<file path="src/rtl/morse_rx_module_if.sv">
`default_nettype none
// ============================================================================
// Module   : morse_rx_module_if
// Brief    : Keyed-line input and decoded-frame outputs of the Morse receiver.
// Revision : 1.0 - initial release
// ============================================================================
interface morse_rx_module_if;
  logic        Pin_In;
  logic        Frame_Done_Sig;
  logic [15:0] Sym_Bits;
  logic [4:0]  Sym_Cnt;
  logic        SOS_Found_Sig;
  logic        Err_Sig;

  // master keys the line and consumes frames; slave is the decoder
  modport master (
    output Pin_In,
    input  Frame_Done_Sig, Sym_Bits, Sym_Cnt, SOS_Found_Sig, Err_Sig
  );

  modport slave (
    input  Pin_In,
    output Frame_Done_Sig, Sym_Bits, Sym_Cnt, SOS_Found_Sig, Err_Sig
  );
endinterface
`default_nettype wire

</file>
<file path="src/rtl/morse_rx_module.sv">
`default_nettype none
// ============================================================================
// Module   : morse_rx_module
// Brief    : Times marks/spaces on a keyed line, classifies dot/dash and
//            reports up to 16 symbols per frame with SOS and error flags.
// Revision : 1.0 - initial release
// ============================================================================
module morse_rx_module #(
  parameter logic [15:0] T1MS         = 16'd49_999,
  parameter logic [9:0]  MIN_MS       = 10'd20,
  parameter logic [9:0]  DOT_MAX_MS   = 10'd200,
  parameter logic [9:0]  DASH_MAX_MS  = 10'd600,
  parameter logic [9:0]  FRAME_GAP_MS = 10'd500
) (
  input  wire logic         CLK,
  input  wire logic         RSTn,
  morse_rx_module_if.slave  rx
);

  localparam logic [9:0] c_MS_MAX   = 10'd1023;
  localparam logic [4:0] c_SYM_MAX  = 5'd16;
  localparam logic [8:0] c_SOS_PAT  = 9'b000111000;

  typedef enum logic [1:0] {
    ST_IDLE  = 2'd0,
    ST_MARK  = 2'd1,
    ST_SPACE = 2'd2,
    ST_DONE  = 2'd3
  } state_t;

  state_t      r_state;
  logic        r_sync1;
  logic        r_sync2;
  logic        r_sync_d;
  logic [15:0] r_tick;
  logic [9:0]  r_ms;
  logic [15:0] r_shift;
  logic [4:0]  r_cnt;
  logic        r_err;
  logic        r_done;
  logic [15:0] r_sym_bits;
  logic [4:0]  r_sym_cnt;
  logic        r_sos;
  logic        r_err_out;

  logic        w_rise;
  logic        w_fall;
  logic        w_tick_wrap;
  logic [15:0] w_tick_next;
  logic [9:0]  w_ms_next;
  logic        w_is_dash;

  // Sync FFs reset high so a line already high at reset release is not a rise
  always_ff @(posedge CLK or negedge RSTn) begin
    if (!RSTn) begin
      r_sync1  <= 1'b1;
      r_sync2  <= 1'b1;
      r_sync_d <= 1'b1;
    end else begin
      r_sync1  <= rx.Pin_In;
      r_sync2  <= r_sync1;
      r_sync_d <= r_sync2;
    end
  end

  assign w_rise      = r_sync2 & ~r_sync_d;
  assign w_fall      = ~r_sync2 & r_sync_d;
  assign w_tick_wrap = (r_tick == T1MS);
  assign w_tick_next = w_tick_wrap ? 16'd0 : r_tick + 16'd1;
  assign w_ms_next   = (w_tick_wrap && (r_ms != c_MS_MAX)) ? r_ms + 10'd1 : r_ms;
  assign w_is_dash   = (r_ms >= DOT_MAX_MS);

  always_ff @(posedge CLK or negedge RSTn) begin
    if (!RSTn) begin
      r_state    <= ST_IDLE;
      r_tick     <= 16'd0;
      r_ms       <= 10'd0;
      r_shift    <= 16'd0;
      r_cnt      <= 5'd0;
      r_err      <= 1'b0;
      r_done     <= 1'b0;
      r_sym_bits <= 16'd0;
      r_sym_cnt  <= 5'd0;
      r_sos      <= 1'b0;
      r_err_out  <= 1'b0;
    end else begin
      r_done <= 1'b0;
      case (r_state)
        ST_IDLE: begin
          r_tick <= 16'd0;
          r_ms   <= 10'd0;
          if (w_rise) begin
            r_state <= ST_MARK;
            r_shift <= 16'd0;
            r_cnt   <= 5'd0;
            r_err   <= 1'b0;
          end
        end

        ST_MARK: begin
          if (w_fall) begin
            r_tick <= 16'd0;
            r_ms   <= 10'd0;
            if (r_ms < MIN_MS) begin
              // noise: a lone glitch abandons the frame before it starts
              r_state <= (r_cnt != 5'd0) ? ST_SPACE : ST_IDLE;
            end else begin
              r_state <= ST_SPACE;
              if (r_ms >= DASH_MAX_MS || r_cnt == c_SYM_MAX) begin
                r_err <= 1'b1;
              end else begin
                r_shift <= {r_shift[14:0], w_is_dash};
                r_cnt   <= r_cnt + 5'd1;
              end
            end
          end else begin
            r_tick <= w_tick_next;
            r_ms   <= w_ms_next;
          end
        end

        ST_SPACE: begin
          // a rise coinciding with the gap terminal count keeps the frame open
          if (w_rise) begin
            r_state <= ST_MARK;
            r_tick  <= 16'd0;
            r_ms    <= 10'd0;
          end else if (r_ms >= FRAME_GAP_MS) begin
            r_state <= ST_DONE;
            r_tick  <= 16'd0;
            r_ms    <= 10'd0;
          end else begin
            r_tick <= w_tick_next;
            r_ms   <= w_ms_next;
          end
        end

        ST_DONE: begin
          r_sym_bits <= r_shift;
          r_sym_cnt  <= r_cnt;
          r_err_out  <= r_err;
          r_sos      <= (r_cnt == 5'd9) && (r_shift[8:0] == c_SOS_PAT) && !r_err;
          r_done     <= 1'b1;
          r_state    <= ST_IDLE;
        end

        default: r_state <= ST_IDLE;
      endcase
    end
  end

  assign rx.Frame_Done_Sig = r_done;
  assign rx.Sym_Bits       = r_sym_bits;
  assign rx.Sym_Cnt        = r_sym_cnt;
  assign rx.SOS_Found_Sig  = r_sos;
  assign rx.Err_Sig        = r_err_out;

endmodule
`default_nettype wire

</file>
<file path="src/flat_wrapper.sv">
// flat-port wrapper written by rule: the top's interface ports become plain ports
module morse_rx_module_flat 
#(
  parameter logic [15:0] T1MS         = 16'd49_999,
  parameter logic [9:0]  MIN_MS       = 10'd20,
  parameter logic [9:0]  DOT_MAX_MS   = 10'd200,
  parameter logic [9:0]  DASH_MAX_MS  = 10'd600,
  parameter logic [9:0]  FRAME_GAP_MS = 10'd500
)
  (CLK, RSTn, rx_Pin_In, rx_Frame_Done_Sig, rx_Sym_Bits, rx_Sym_Cnt, rx_SOS_Found_Sig, rx_Err_Sig);
  morse_rx_module_if rx_i ();
  input  wire logic CLK;
  input  wire logic RSTn;
  input wire logic [$bits(rx_i.Pin_In)-1:0] rx_Pin_In;
  output wire logic [$bits(rx_i.Frame_Done_Sig)-1:0] rx_Frame_Done_Sig;
  output wire logic [$bits(rx_i.Sym_Bits)-1:0] rx_Sym_Bits;
  output wire logic [$bits(rx_i.Sym_Cnt)-1:0] rx_Sym_Cnt;
  output wire logic [$bits(rx_i.SOS_Found_Sig)-1:0] rx_SOS_Found_Sig;
  output wire logic [$bits(rx_i.Err_Sig)-1:0] rx_Err_Sig;
  assign rx_i.Pin_In = rx_Pin_In;
  assign rx_Frame_Done_Sig = rx_i.Frame_Done_Sig;
  assign rx_Sym_Bits = rx_i.Sym_Bits;
  assign rx_Sym_Cnt = rx_i.Sym_Cnt;
  assign rx_SOS_Found_Sig = rx_i.SOS_Found_Sig;
  assign rx_Err_Sig = rx_i.Err_Sig;
  morse_rx_module #(.T1MS(T1MS), .MIN_MS(MIN_MS), .DOT_MAX_MS(DOT_MAX_MS), .DASH_MAX_MS(DASH_MAX_MS), .FRAME_GAP_MS(FRAME_GAP_MS)) u_core (.CLK(CLK), .RSTn(RSTn), .rx(rx_i));
endmodule
</file>
<file path="config.mk">
export PLATFORM = sky130hd
export DESIGN_NAME = morse_rx_module_flat
export DESIGN_NICKNAME = d
export VERILOG_FILES = /design/src/rtl/morse_rx_module_if.sv /design/src/rtl/morse_rx_module.sv /design/src/flat_wrapper.sv
export SDC_FILE = /design/constraint.sdc
export NUM_CORES = 1
export LEC_CHECK = 0
export CAP_MARGIN = 0
export CORE_MARGIN = 1
export CORE_UTILIZATION = 30
export DETAILED_ROUTE_END_ITERATION = 10
export HOLD_SLACK_MARGIN = 0.12
export PLACE_DENSITY = 0.57
export SYNTH_ARGS = -nofsm -noshare
export SYNTH_HDL_FRONTEND = slang
export SYNTH_SLANG_ARGS = --single-unit
</file>
<file path="constraint.sdc">
create_clock -name CLK -period 2 [get_ports CLK]
set_input_delay 0.4 -clock CLK [delete_from_list [all_inputs] [get_ports CLK]]
set_output_delay 0.4 -clock CLK [all_outputs]
set_load 0.01 [all_outputs]
</file>
# [Word-level counts from Yosys, hierarchy flattened]
# Index checks and enable logic that the tools add are counted.
[op_classes] n_lt_le_gt_ge=4 n_reduce_logical=12 eq_ne=14 bitwise_logic=4 n_addsub=3 n_mux=33
[op_table] cell="2-to-1 mux 16 bit" n=8
[op_table] cell="one-hot mux 16 bit (3 select lines)" n=1
[op_table] cell="2-to-1 mux 10 bit" n=4
[op_table] cell="one-hot mux 16 bit (2 select lines)" n=1
[op_table] cell="one-hot mux 10 bit (3 select lines)" n=1
[op_table] cell="2-to-1 mux 5 bit" n=4
[op_table] cell="adder 16 x 1 -> 16 bit (second input constant)" n=1
[op_table] cell="== test 16 bit (second input constant)" n=1
[op_table] cell="2-to-1 mux 2 bit" n=6
[op_table] cell="adder 10 x 1 -> 10 bit (second input constant)" n=1
[op_table] cell=">= comparator 10 bit (second input constant)" n=1
[op_table] cell=">= comparator 10 x 8 -> 1 bit (second input constant)" n=1
[op_table] cell=">= comparator 10 x 9 -> 1 bit (second input constant)" n=1
[op_table] cell="< comparator 10 x 5 -> 1 bit (second input constant)" n=1
[op_table] cell="inequality test 10 bit (second input constant)" n=1
[op_table] cell="one-hot mux 5 bit (2 select lines)" n=1
[op_table] cell="AND reduction 5 bit" n=2
[op_table] cell="== test 9 x 6 -> 1 bit (second input constant)" n=1
[op_table] cell="one-hot mux 2 bit (4 select lines)" n=1
[op_table] cell="inequality test 2 x 1 -> 1 bit (second input constant)" n=3
[op_table] cell="adder 5 x 1 -> 5 bit (second input constant)" n=1
[op_table] cell="== test 5 x 4 -> 1 bit (second input constant)" n=1
[op_table] cell="== test 5 bit (second input constant)" n=1
[op_table] cell="2-to-1 mux 1 bit" n=5
[op_table] cell="other kinds (15)" n=21
[word_totals] ff_bits=77 out_inout_bits=24

# [Depth between registers and ports, before layout]
# Gate-level depths: netlist of the first run.
[logic_depth] depth_word=6 ltp_mapped=8

# [Worst setup path after synthesis of the first run]
# Ideal clock, no wire load.
[synth_path] path_kind="reg-to-reg" from="register u_core.r_state[1]" to="register u_core.r_cnt[2]" path_stages_with_launch=8 synth_period_minus_slack_ns=1.946 n_path_buf=0 path_slack_ns=0.054 t_arrival_ns=1.881 cell_sequence="dfrtp_1 > inv_1 > ha_1 > and4bb_4 > nor2_2 > nor4_4 > a21oi_1 > o21ba_1"
[synth_between] elab_chain_cells=3
[synth_lines] element="from (decl)" line="morse_rx_module.sv:31" source="state_t r_state;"
[synth_lines] element="from (signal assigned)" line="morse_rx_module.sv:106" source="r_state <= (r_cnt != 5'd0) ? ST_SPACE : ST_IDLE;"
[synth_lines] element="== test 2 x 1 -> 1 bit / zero test 2 bit (equally long branches)" line="morse_rx_module.sv:88" source="case (r_state)"
[synth_lines] element="inequality test 2 bit (no line), or another cell as far along"
[synth_lines] element="AND reduction 5 bit (no line)"
[synth_lines] element="to (signal assigned)" line="morse_rx_module.sv:113" source="r_cnt <= r_cnt + 5'd1;"
[synth_lines] element="to (decl)" line="morse_rx_module.sv:38" source="logic [4:0] r_cnt;"
# Parallel ways exist; a longest one is shown, timed or not.
# A chain may end at the register's enable or synchronous reset.

# [Worst setup path after layout of the first run]
[layout_path] from="register u_core.r_tick[10]" to="register u_core.r_ms[9]"
[layout_between] elab_chain_cells=6
[layout_lines] element="from (decl)" line="morse_rx_module.sv:35" source="logic [15:0] r_tick;"
[layout_lines] element="from (signal assigned)" line="morse_rx_module.sv:117" source="r_tick <= w_tick_next;"
[layout_lines] element="from (signal assigned)" line="morse_rx_module.sv:133" source="r_tick <= w_tick_next;"
[layout_lines] element="== test 16 bit *" line="morse_rx_module.sv:68" source="assign w_tick_wrap = (r_tick == T1MS);"
[layout_lines] element="logical AND 1 bit *" line="morse_rx_module.sv:70" source="assign w_ms_next = (w_tick_wrap && (r_ms != c_MS_MAX)) ? r_ms + 10'd1 : r_ms;"
[layout_lines] element="2-to-1 mux 10 bit *" line="morse_rx_module.sv:70"
[layout_lines] element="2-to-1 mux 10 bit" line="morse_rx_module.sv:128" source="end else if (r_ms >= FRAME_GAP_MS) begin"
[layout_lines] element="2-to-1 mux 10 bit" line="morse_rx_module.sv:124" source="if (w_rise) begin"
[layout_lines] element="one-hot mux 10 bit (3 select lines) *" line="morse_rx_module.sv:88"
[layout_lines] element="to (signal assigned)" line="morse_rx_module.sv:118" source="r_ms <= w_ms_next;"
[layout_lines] element="to (signal assigned)" line="morse_rx_module.sv:134" source="r_ms <= w_ms_next;"
[layout_lines] element="to (decl)" line="morse_rx_module.sv:36" source="logic [9:0] r_ms;"
# Every way passes the cells marked *; elsewhere a longest branch is shown, timed or not.

==> results by group, run 1 <==
Setup path
  • Crit path max fanout: 5
  • CP startpoint kind: flip-flop
  • CP Capture Type: flip-flop
  • Top Family by Delay on Critical Path: simple AND/OR/NAND/NOR gates
  • FF-to-FF Start: u_core.r_tick[10]
  • Critical Path Start: u_core.r_tick[10]
  • Crit Path Category: flip-flop to flip-flop
  • Critical Path RT: about 2.3 ns
  • Critical-path top delay cell: dfrtp_1
  • Critical path cell sequence: nor4_2 > nand4_4 > nor4_4 > or3b_1 > a21oi_1
  • Critical Path Max Stage Delay: between 0.4 and 0.5 ns
  • Arrival time worst endpoint: around 2.2 ns
  • CP bufs+invs: 0

Routing
  • Routed vias/inst: around 4.9
  • DR iter-0 viols: 74
  • DRT antenna net count: 0
  • TritonRoute pass-1 iters: 5
  • DRC: 0
  • Final wirelength: around 8.0 mm
  • WL per Instance: 14.3 µm
  • Vias after detailed routing: 2,741

Global route
  • Initial antenna violation count: 0
  • First-pass GRT wire length: 13.8 mm
  • Global route total overflow: 0
  • Total GRT Usage: 13.5%
  • Number of global-route vias before repair: roughly 2,800
  • Largest net degree at the start of global routing: 35

Power and ir drop
  • Clk pwr share: between 40 and 50%
  • Switching Share: approximately a quarter
  • Worst VDD drop: about 0.00043 V
  • P_leak: 2.04 nW
  • Pwr per Cell Area: approximately 830 nW/µm²
  • NetSw: 0.00100 W
  • Sequential power share: around two fifths
  • Comb power frac: between 10% and 20%
  • Final Total Pwr: just under 0.004 W
  • Cell internal pwr: around 0.0030 W

CTS
  • Clock buffer depth: 2
  • Clock Root Buffer: clkbuf_16
  • Clock Sinks: 77
  • Clock-pin slew on the worst setup and hold paths: approximately 0.060 ns
  • CTS tree: done
  • H-tree level count: 3
  • Worst skew pair latency: between 0.3 and 0.4 ns
  • CTS Buf Count: 9

Final layout
  • Fillers: between 1,000 and 1,500
  • Fraction of layout instances using a drive strength above 1: 24.4%
  • Post-layout nets: 399
  • Final Instance Area: 4780 µm²
  • ANT cells: 0
  • Commonest non-fill, non-tap cell in the layout: dfrtp_1
  • Area Growth Syn to Fin: 26.5%
  • Commonest non-fill, non-tap cells in the layout: dfrtp_1, nand2_1, buf_4, clkdlybuf4s50_1, mux2_2

Synth
  • Library cells used by synthesis: a little under 60
  • Ys flop type: dfrtp_1
  • Post-synth EDFFs: 0
  • Synth top area cells: dfrtp_1, mux2_2, a22o_1, ha_1, nand2_1
  • Synthesized instance count: ~340
  • Sequential area share after synthesis: 51.0%
  • Yosys top cell area share: between 40% and 50%
  • Area leader, netlist: dfrtp_1
  • Post-Syn Area: 3780 µm²
  • Post-synth ARST share: 100%
  • Synthesized Nets: 350
  • Synth warn: 0
  • Syn_area_per_cell: between 10 and 15 µm²
  • #FFs+latches synth: 77

Hold path
  • Hold path start: u_core.r_sync1
  • Hold Crit Class: flip-flop to flip-flop

STA
  • Hold Vio Cnt, Final: 0
  • Setup TNS: 0 ns
  • Slew margin rel.: roughly 66%
  • Final Critical Period: ~1.9 ns
  • Clock skew: 0.00867 ns
  • Final hold slack: between 0.3 and 0.4 ns
  • Final setup violating endpoints: 0
  • Fmax: roughly 530 MHz
  • Slew Viols, Final: 0
  • Final period util: roughly 94%
  • Least-Margin Pin Slew: between 0.5 and 0.6 ns

Placed design
  • RD Place Congestion: slightly below 0.8
  • Port bufs: 26
  • HPWL after detailed placement: ~5.4 mm
  • DP Area: around 4400 µm²

Floorplanning
  • IO Count: 27
  • Row count: 40
  • Initial Utilization: 31.1%
  • Die H: between 100 and 150 µm
  • Die width: approximately 110 µm
  • Core area: roughly 12,000 µm²
  • Die Area: between 10,000 and 15,000 µm²

Run status
  • Run status: finished clean

Job
  • Max cap viols: 0
-- final timing paths --
check | end | slack (ns) | cells after the start
setup / recovery | u_core.r_ms[9] | 0.12 | 5
hold / removal | u_core.r_sync2 | 0.36 | 0
setup reg to reg | u_core.r_ms[9] | 0.12 | 5
hold reg to reg | u_core.r_sync2 | 0.36 | 0
max in group asynchronous | u_core.r_sync2 | 0.85 | 3
min in group asynchronous | u_core.r_tick[5] | 0.55 | 2
-- cell families (layout without fill, tap and decap cells) --
kind of cell | count (synthesis) | after routing | share of synthesized area [%]
AOI/OAI and AO/OA | 75 | 75 | 14.2
xor gates and xnor gates | 13 | 13 | 3.01
adders and majority gates | 11 | 11 | 3.64
buffers and inverters | 27 | 81 | 3.70
DFF | 77 | 77 | 51.0
muxes | 23 | 23 | 6.85
and+or+nand+nor | 110 | 110 | 17.6
-- routing by layer --
| layer | share of wire (%) | track usage (%) | vias up |
|---|---|---|---|
| li1 | - | - | 1331 |
| met1 | 50 | 19.0 | 1359 |
| met2 | 45 | 19.8 | 40 |
| met3 | 3.0 | 2.91 | 11 |
| met4 | 2.0 | 6.41 | 0 |
| met5 | 0 | 0 | - |
-- cells in the mapped netlist (3+ instances only) --
master	n
dfrtp_1	74
nand2_1	30
mux2_2	23
a22o_1	18
nor2_1	17
o21ai_0	15
a21oi_1	12
nand3_1	12
xnor2_1	12
ha_1	11
inv_1	10
a31oi_1	8
and3_1	8
nor3_1	6
buf_2	5
nand4_1	5
a41oi_1	4
clkbuf_1	4
o21ai_1	4
buf_6	3
dfstp_2	3
nor2b_1	3
nor4_1	3
-- metrics by stage --
stage,setup slack [ns],std cells,utilization (%)
finish,0.118,558,39.3
detailed placement,-0.0337,537,35.9
global route,-0.0135,558,39.3
global placement,0.0135,537,35.9
floorplan,0.0536,336,-
CTS,0.0156,554,38.8
-- power groups by stage --
stage	clock [W]	sequential (W)	combinational, W
floorplan	0	0.00163	0.000286
global placement	0	0.00164	0.000480
detailed placement	0	0.00164	0.000491
CTS	0.00183	0.00161	0.000506
global route	0.00191	0.00162	0.000607
finish	0.00179	0.00161	0.000548
-- cell type report --
class	instances	area, µm²	share of cell area, %
clock buffers	10	239	4.99
flip-flops and latches	77	1930	40.4
well taps	168	210	4.39
repair buffers	54	508	10.6
inverters	11	41.3	0.863
multi-input cells	232	1760	36.8
clock inverters	6	93.8	1.96
-- timing repair --
item,in CTS,in global routing
buffers inserted,0,4
gates cloned,0,0
hold buffers,1,0
pin swaps,0,5
endpoints found under the hold margin,28,0
resized for setup,1,9
endpoints found under the setup margin,18,36
-- state kept, by name (all words and copies together) (netlist names) --
name / flops
u_core.rx.Frame_Done_Sig: 1
u_core.r_tick: 16
u_core.r_err: 1
u_core.rx.Sym_Bits: 16
u_core.r_shift: 16
u_core.r_ms: 10
u_core.rx.SOS_Found_Sig: 1
u_core.r_sync2: 1
u_core.rx.Sym_Cnt: 5
u_core.r_state: 2
u_core.rx.Err_Sig: 1
u_core.r_sync_d: 1
u_core.r_sync1: 1
u_core.r_cnt: 5
-- worst reg2reg max path, cell delays in order (launching register included) --
cell and delay, ns:
dfrtp_1 0.44, nor4_2 0.41, nand4_4 0.22, nor4_4 0.22, or3b_1 0.38, a21oi_1 0.14
No activity file was read; power rests on OpenSTA's default activity.
==> run 2: changes to the inputs <==
Settings changed: PLACE_DENSITY 0.57 to 0.55.
Clock period 2 ns to 1.95 ns, I/O delays scaled along.
==> results by group, run 2 (synthesized netlist as in run 1, its figures left out) <==
STA
  • Least-Margin Pin Slew: just under 0.5 ns
  • Setup ws final: 0.0986 ns
  • Slew Viols, Final: 0
  • Final period util: a little over nine tenths
  • Clock skew: 0.00627 ns
  • Slew margin rel.: between 60% and 70%
  • Final setup violating endpoints: 0
  • Final Critical Period: about 1.9 ns
  • Fmax: approximately 540 MHz
  • Final hold slack: between 0.3 and 0.4 ns
  • RSZ-0062 raised after global routing: true
  • Hold Vio Cnt, Final: 0

Floorplanning
  • Initial Utilization: around 31%
  • Die Area: ~13,000 µm²
  • Die H: 114 µm
  • Die width: ~110 µm
  • Core area: between 10,000 and 15,000 µm²
  • IO Count: 27
  • Row count: 40

Job
  • Max cap viols: 0

Global route
  • Total GRT Usage: roughly 14%
  • Initial antenna violation count: 0
  • First-pass GRT wire length: approximately 14 mm
  • Global route total overflow: 0
  • Number of global-route vias before repair: about 2,900
  • Largest net degree at the start of global routing: 36

Routing
  • DRT antenna net count: 0
  • TritonRoute pass-1 iters: 4
  • DR iter-0 viols: between 100 and 150
  • Final wirelength: between 8 and 9 mm
  • Routed vias/inst: 4.95
  • Vias after detailed routing: about 2,800
  • DRC: 0
  • WL per Instance: between 10 and 15 µm

Power and ir drop
  • Worst VDD drop: approximately 0.00033 V
  • Pwr per Cell Area: 840 nW/µm²
  • P_leak: 2.06 nW

CTS
  • H-tree level count: 3
  • CTS tree: done
  • Clock Sinks: 77
  • CTS Buf Count: 9
  • Clock-pin slew on the worst setup and hold paths: approximately 0.060 ns
  • Clock Root Buffer: clkbuf_16
  • Clock buffer depth: 2
  • Worst skew pair latency: about 0.34 ns

Setup path
  • Critical path cell sequence: nor4_2 > nand4_4 > a21boi_2 > buf_12 > buf_4 > a22o_1
  • CP startpoint kind: flip-flop
  • Critical Path RT: ~2.2 ns
  • Crit Path Category: flip-flop to flip-flop
  • Arrival time worst endpoint: just over 2 ns
  • Critical-path top delay cell: dfrtp_1
  • Crit path max fanout: 17
  • Critical Path Max Stage Delay: between 0.4 and 0.5 ns
  • CP Capture Type: flip-flop

Final layout
  • Fraction of layout instances using a drive strength above 1: approximately 26%
  • Area Growth Syn to Fin: 28.1%
  • Commonest non-fill, non-tap cells in the layout: dfrtp_1, nand2_1, buf_4
  • Final std cells w/o fill: approximately 560
  • ANT cells: 0
  • Post-layout nets: approximately 400
  • Commonest non-fill, non-tap cell in the layout: dfrtp_1

Placed design
  • Pre-CTS setup slack: -0.157 ns
  • Placed cells: 540
  • HPWL after detailed placement: 5.49 mm
  • Port bufs: 26
  • RD Place Congestion: about 0.81

Run status
  • Run status: finished clean

Hold path
  • Hold Crit Class: flip-flop to flip-flop
-- run 2: changes by cell type in the layout (fill, tap and decap cells not counted), sizes merged --
| cell | previous run | this run |
|---|---|---|
| clkbuf | 10 | 11 |
| inv | 11 | 10 |
| buf | 28 | 34 |
-- run 2: worst max-delay path: cells and delay by family (launching register included) --
kind	cells	cell delay, ns
simple gates	2	0.61
compound gates	2	0.39
buf+inv	2	0.29
flops	1	0.44
-- run 2: cell type report --
class / count / area, µm²
multi-input cells: 232 / 1790
fillers: 1150 / 7310
clock buffers: 11 / 233
inverters: 11 / 41.3
clock inverters: 5 / 85.1
flip-flops and latches: 77 / 1930
repair buffers: 60 / 557
well taps: 168 / 210
-- run 2: repair_timing --
| action | in CTS | in global routing |
|---|---|---|
| endpoints found under the setup margin | 24 | 39 |
| pin swaps | 3 | 6 |
| hold buffers | 1 | 0 |
| gates resized for setup | 3 | 14 |
| endpoints found under the hold margin | 29 | 0 |
| setup buffers | 3 | 4 |
-- run 2: path summary, 6_finish.rpt --
check | slack, ns | end | startpoint | depth (start not counted)
setup / recovery | 0.1 | u_core.r_tick[1] | u_core.r_tick[10] | 6
hold / removal | 0.35 | u_core.r_sync2 | u_core.r_sync1 | 0
setup reg to reg | 0.1 | u_core.r_tick[1] | u_core.r_tick[10] | 6
hold reg to reg | 0.35 | u_core.r_sync2 | u_core.r_sync1 | 0
max in group asynchronous | 0.84 | u_core.r_shift[7] | RSTn | 3
min in group asynchronous | 0.57 | u_core.r_ms[8] | RSTn | 2
-- run 2: stage by stage --
step | utilization [%] | setup TNS (ns) | instance area [µm²] | total power (W)
2_1_floorplan | - | 0 | 3780 | 0.00197
3_3_place_gp | 36.0 | -0.995 | 4370 | 0.00218
3_5_place_dp | 36.0 | -2.27 | 4370 | 0.00219
4_1_cts | 39.0 | 0 | 4740 | 0.00404
5_1_grt | 39.9 | -0.0458 | 4850 | 0.00427
6_report | 39.9 | 0 | 4850 | 0.00407
-- run 2: where the power goes --
part,switching [W],total [W],internal [W]
sequential,0.0000306,0.00166,0.00163
combinational,0.000339,0.000644,0.000305
clock,0.000644,0.00177,0.00113
total,0.00101,0.00407,0.00306
-- run 2: per-layer routing --
layer | wire, µm | vias up | GRT usage (%) | share of wire (%)
met5 | 0 | - | 0 | 0
met4 | 129 | 0 | 5.45 | 1.6
met1 | 4080 | 1384 | 19.3 | 51
met3 | 248 | 8 | 3.07 | 3.1
met2 | 3610 | 49 | 20.8 | 45
li1 | - | 1353 | - | -
==> RTL change 1, RTL diff (flow settings as in run 2) <==
The 4 states of `state_t` get a Gray code encoding in 2 bits.
--- a/src/rtl/morse_rx_module.sv
+++ b/src/rtl/morse_rx_module.sv
@@ -22,10 +22,10 @@
   localparam logic [8:0] c_SOS_PAT  = 9'b000111000;
 
   typedef enum logic [1:0] {
-    ST_IDLE  = 2'd0,
-    ST_MARK  = 2'd1,
-    ST_SPACE = 2'd2,
-    ST_DONE  = 2'd3
+    ST_IDLE  = 2'b00,
+    ST_MARK  = 2'b01,
+    ST_SPACE = 2'b11,
+    ST_DONE  = 2'b10
   } state_t;
 
   state_t      r_state;
Check against the original RTL: no difference found for any inputs over 10 cycles, from zero or initial values and one cycle with RSTn low; not proved beyond that.
==> RTL change 1 against run 2 <==
The flow now finishes with violations (setup timing); sequential share of layout area down 4.1 points; synthesized area up 2.7%; wire length up 19%; worst setup slack worse by 0.16 ns; cell area up 11%; sequential cell count unchanged; power up 12%; largest cell class is now multi-input combinational cells.
==> RTL change 1: results (changes against run 2) <==
- Final setup violation count: 26 (was 0)
- # nets final: 513 (was 405)
- Ranking of synthesized cells by area: sky130_fd_sc_hd__dfrtp_1 (48%), sky130_fd_sc_hd__nand2_1 (9.5%), sky130_fd_sc_hd__nand3_1 (5.5%) (was sky130_fd_sc_hd__dfrtp_1 (49%), sky130_fd_sc_hd__mux2_2 (6.8%), sky130_fd_sc_hd__a22o_1 (4.2%))
- Dpl ws: -0.118 ns (was -0.157 ns)
- Initial detailed-routing violation count: 166 (was 134)
- WL per Instance: 14.1 um (was 14.3 um)
- Netlist cell types: 58 (was 59)
- # Post-CTS Setup Buffers: 1 (was 3)
- Combinational Power Share: 27.9% (was 15.8%)
- Synthesized instance count: 420 (was 336)
- Headroom to the max-slew limit: 57.3% (was 67.6%)
- Largest voltage drop on the vdd net: 0.328 mV (was 0.331 mV)
- Mux contribution to synthesized area: 0.772% (was 6.85%)
- Buffers added on ports: 26 (unchanged)
- Routed metal-1 wire length: 4.46 mm (was 4.08 mm)
- Vias in the first global route: 3376 (was 2867)
- Setup slack after layout: -0.0564 ns (was 0.0986 ns)
- Total wirelength of the detailed-routed design: 9.59 mm (was 8.07 mm)
- Post-CTS sizing: 17 (was 3)
- Total routing resource utilization after global routing: 15.6% (was 13.8%)
- Critical path data arrival time: 2.27 ns (was 2.07 ns)
- Static Leakage: 0.00243 uW (was 0.00206 uW)
- Number of vias per cell: 5.02 (was 4.95)
- Top post-synthesis cells by count: sky130_fd_sc_hd__nand2_1 (98), sky130_fd_sc_hd__dfrtp_1 (74), sky130_fd_sc_hd__nand3_1 (43), sky130_fd_sc_hd__a31oi_1 (19), sky130_fd_sc_hd__o21ai_0 (18) (was sky130_fd_sc_hd__dfrtp_1 (74), sky130_fd_sc_hd__nand2_1 (30), sky130_fd_sc_hd__mux2_2 (23), sky130_fd_sc_hd__a22o_1 (18), sky130_fd_sc_hd__nor2_1 (17))
- M1 GR Usage: 19.1% (was 19.3%)
- Met3 routed wirelength: 255 um (was 248 um)
- Detailed placement HPWL: 6.57 mm (was 5.49 mm)
- Share of final-layout standard cells stronger than drive strength 1: 29.9% (was 25.8%)
- Number of slew-limit violations in the final report: 0 (unchanged)
- Synthesized netlist net count: 429 (was 350)
- Violations in the final reports: setup timing
- Run status: finished with violations (was finished clean)
- Slowest stage cell on the critical path: sky130_fd_sc_hd__or4_4 (was sky130_fd_sc_hd__dfrtp_1)
- Met2 track utilization from global routing: 25.9% (was 20.8%)
- Pin count of the biggest net entering global routing: 44 (was 36)
- Routability Congestion: 0.842 (was 0.814)
- Power drawn by the combinational cells: 1280 uW (was 644 uW)
- Worst Path Max Fanout: 3 (was 17)
- Sequential element share of the synthesized area: 49.7% (was 51.0%)
- First-pass GRT wire length: 16.1 mm (was 14.0 mm)
- Area share of fa/ha/maj cells after synthesis: 1.93% (was 3.64%)
- Parity-gate share of the synthesized area counting xor and xnor cells: 0.676% (was 3.01%)
- Design internal power: 3110 uW (was 3060 uW)
-- RTL change 1: worst register-to-register path, cell delays in order (launching register included) --
cell	delay, ns
sky130_fd_sc_hd__dfrtp_1	0.36
sky130_fd_sc_hd__ha_2	0.19
sky130_fd_sc_hd__nand3_2	0.09
sky130_fd_sc_hd__or4_4	0.43
sky130_fd_sc_hd__or4_4	0.57
sky130_fd_sc_hd__o21bai_1	0.13
sky130_fd_sc_hd__a21boi_1	0.16
-- RTL change 1: area by class of cell --
cell class / count / area (um2)
Fill cell: 1245 / 7220
Clock buffer: 11 / 243
Sequential cell: 77 / 1930
Tap cell: 172 / 215
Timing Repair Buffer: 95 / 816
Clock inverter: 5 / 35.0
Multi-Input combinational cell: 309 / 2110
Inverter: 12 / 45.0
-- RTL change 1: path summary, 6_finish.rpt --
path                                               from                             to  slack, ns  cells after the start
max in group asynchronous                          RSTn     u_core.r_ms[3]$_DFFE_PN0P_       0.81                      3
hold reg to reg                u_core.r_sync1$_DFF_PN1_       u_core.r_sync2$_DFF_PN1_       0.36                      0
min in group asynchronous                          RSTn  u_core.r_shift[2]$_DFFE_PN0P_       0.55                      2
setup reg to reg           u_core.r_tick[0]$_DFFE_PN0P_     u_core.r_ms[6]$_DFFE_PN0P_      -0.06                      6
setup / recovery           u_core.r_tick[0]$_DFFE_PN0P_     u_core.r_ms[6]$_DFFE_PN0P_      -0.06                      6
hold / removal                 u_core.r_sync1$_DFF_PN1_       u_core.r_sync2$_DFF_PN1_       0.36                      0
-- RTL change 1: stage by stage --
stage	utilization [%]	area [um2]
6_report	42.8	5400
4_1_cts	40.9	5170
5_1_grt	42.8	5400
2_1_floorplan	-	3970
3_5_place_dp	37.9	4780
3_3_place_gp	37.9	4780
==> RTL change 2, RTL diff (config.mk and constraints of run 2) <==
Without the edit above. `DASH_MAX_MS` is set to 10'd600 in 2 places; all go to 10'd512.
--- a/src/rtl/morse_rx_module.sv
+++ b/src/rtl/morse_rx_module.sv
@@ -9,7 +9,7 @@
   parameter logic [15:0] T1MS         = 16'd49_999,
   parameter logic [9:0]  MIN_MS       = 10'd20,
   parameter logic [9:0]  DOT_MAX_MS   = 10'd200,
-  parameter logic [9:0]  DASH_MAX_MS  = 10'd600,
+  parameter logic [9:0]  DASH_MAX_MS  = 10'd512,
   parameter logic [9:0]  FRAME_GAP_MS = 10'd500
 ) (
   input  wire logic         CLK,
--- a/src/flat_wrapper.sv
+++ b/src/flat_wrapper.sv
@@ -4,7 +4,7 @@
   parameter logic [15:0] T1MS         = 16'd49_999,
   parameter logic [9:0]  MIN_MS       = 10'd20,
   parameter logic [9:0]  DOT_MAX_MS   = 10'd200,
-  parameter logic [9:0]  DASH_MAX_MS  = 10'd600,
+  parameter logic [9:0]  DASH_MAX_MS  = 10'd512,
   parameter logic [9:0]  FRAME_GAP_MS = 10'd500
 )
   (CLK, RSTn, rx_Pin_In, rx_Frame_Done_Sig, rx_Sym_Bits, rx_Sym_Cnt, rx_SOS_Found_Sig, rx_Err_Sig);
Behaviour: no difference found for any inputs over 10 cycles, from zero or initial values and one cycle with RSTn low; that may be too few to reach the edited logic, so the function may still have changed.
==> RTL change 2 against run 2 <==
Synthesized area up 0.43%; cell area decreased by 1.0%; wire length up 1.9%; sequential cell count stayed put; synthesized cell count rose by 8.9%; worst setup slack improved by 0.057 ns; hold slack better by 0.00067 ns; power shrank 5.1%; critical path type unchanged; largest cell class unchanged; highest routed layer unchanged.
==> RTL change 2: results (changes against run 2) <==
- Run status: finished clean (unchanged)
- Top post-synthesis cells by count: sky130_fd_sc_hd__dfrtp_1 (74), sky130_fd_sc_hd__o21ai_0 (37), sky130_fd_sc_hd__inv_1 (28), sky130_fd_sc_hd__nand3_1 (28), sky130_fd_sc_hd__nand2_1 (27) (was sky130_fd_sc_hd__dfrtp_1 (74), sky130_fd_sc_hd__nand2_1 (30), sky130_fd_sc_hd__mux2_2 (23), sky130_fd_sc_hd__a22o_1 (18), sky130_fd_sc_hd__nor2_1 (17))
- Start point of the critical path: u_core.r_tick[0]$_DFFE_PN0P_ (was u_core.r_tick[10]$_DFFE_PN0P_)
- Met3 routed wirelength: 302 um (was 248 um)
- Number of cells after detailed placement: 578 (was 540)
- Worst-case clock skew: 0.00552 ns (was 0.00627 ns)
- Pin count of the biggest net entering global routing: 37 (was 36)
- First-pass GRT wire length: 14.5 mm (was 14.0 mm)
- Largest voltage drop on the vdd net: 0.362 mV (was 0.331 mV)
- Detailed placement HPWL: 5.69 mm (was 5.49 mm)
- Cell depth of the worst flop-to-flop path: 7 (was 6)
- Share of final-layout standard cells stronger than drive strength 1: 20.6% (was 25.8%)
- Routed metal-1 wire length: 3.98 mm (was 4.08 mm)
- Synthesized instance count: 366 (was 336)
- Static Leakage: 0.00210 uW (was 0.00206 uW)
- R2R Setup Slk: 0.16 ns (was 0.1 ns)
- Initial detailed-routing violation count: 205 (was 134)
- Routed met2 length: 3.80 mm (was 3.61 mm)
- Sequential element share of the synthesized area: 50.8% (was 51.0%)
- Vias in the first global route: 2997 (was 2867)
- Number of H-tree levels: 3 (unchanged)
- Total routing resource utilization after global routing: 14.2% (was 13.8%)
- Headroom to the max-slew limit: 74.1% (was 67.6%)
- Routability Congestion: 0.800 (was 0.814)
- Ranking of synthesized cells by area: sky130_fd_sc_hd__dfrtp_1 (49%), sky130_fd_sc_hd__mux2_2 (6.5%), sky130_fd_sc_hd__o21ai_0 (4.9%) (was sky130_fd_sc_hd__dfrtp_1 (49%), sky130_fd_sc_hd__mux2_2 (6.8%), sky130_fd_sc_hd__a22o_1 (4.2%))
- # nets final: 437 (was 405)
- WL per Instance: 13.8 um (was 14.3 um)
- Critical path's largest stage delay: 0.41 ns (was 0.44 ns)
- Hold_ws: 0.355 ns (was 0.354 ns)
- Number of vias per cell: 4.93 (was 4.95)
- Crit path buffers/inverters: 1 (was 2)
- Kind of cell with the highest combined delay on the critical path: compound AO/OA/AOI/OAI gates (was simple AND/OR/NAND/NOR gates)
- Non-filler instance count after layout: 595 (was 564)
- Synthesized netlist net count: 380 (was 350)
- Critical path data arrival time: 2.05 ns (was 2.07 ns)
==> RTL change 2: worst min-delay path by stage <==
stage	start	end	depth (start not counted)
floorplan	RSTn	u_core.r_cnt[0]$_DFFE_PN0P_	0
global placement	RSTn	u_core.r_tick[8]$_DFFE_PN0P_	1
detailed placement	RSTn	u_core.r_tick[8]$_DFFE_PN0P_	1
CTS	u_core.r_sync1$_DFF_PN1_	u_core.r_sync2$_DFF_PN1_	0
global route	u_core.r_sync1$_DFF_PN1_	u_core.r_sync2$_DFF_PN1_	0
finish	u_core.r_sync1$_DFF_PN1_	u_core.r_sync2$_DFF_PN1_	0
==> RTL change 2: through the flow <==
stage | worst slack, ns | cell area (um2)
3_3_place_gp | 0.145 | 4450
3_5_place_dp | 0.0924 | 4450
5_1_grt | 0.0212 | 4800
6_report | 0.155 | 4800
4_1_cts | 0.0530 | 4760
2_1_floorplan | 0.0623 | 3800
==> RTL change 2: layout make-up <==
| class | instances | area (um2) |
|---|---|---|
| multi-input combinational | 246 | 1710 |
| sequential | 77 | 1930 |
| clock buffer | 10 | 239 |
| clock inverter | 5 | 61.3 |
| timing repair buffer | 61 | 539 |
| inverter | 28 | 105 |
| fill | 1203 | 7360 |
| tap | 168 | 210 |
==> RTL change 2: report_power, final <==
part / leakage, uW / switching [uW] / total (uW) / internal (uW)
sequential: 0.00106 / 18.9 / 1650 / 1630
combinational: 0.000897 / 334 / 531 / 198
clock: 0.000137 / 666 / 1690 / 1020
total: 0.00210 / 1020 / 3860 / 2840
==> RTL change 2: what timing repair did <==
item	4_1_cts	5_1_grt
buffers inserted	0	1
endpoints found under the setup margin	0	26
endpoints found under the hold margin	23	0
hold buffers	1	0
resized for setup	0	7
==> RTL change 2: kinds of logic (layout without fill, tap and decap cells) <==
family                   Yosys count  after routing  synth area share (%)
AO/OA/AOI/OAI                     91             91                  15.0
XOR/XNOR                          10             10                  2.31
adder cells (fa/ha/maj)           11             11                  3.62
buffers and inverters             43            104                  4.81
flip-flops                        77             77                  50.8
multiplexers                      25             25                  7.31
AND/OR/NAND/NOR                  109            109                  16.2
==> RTL change 2: per-layer routing <==
metal | GRT usage, % | vias up
met3 | 3.44 | 12
met4 | 6.23 | 0
met2 | 21.7 | 51
li1 | - | 1434
met1 | 19.2 | 1436
met5 | 0 | -
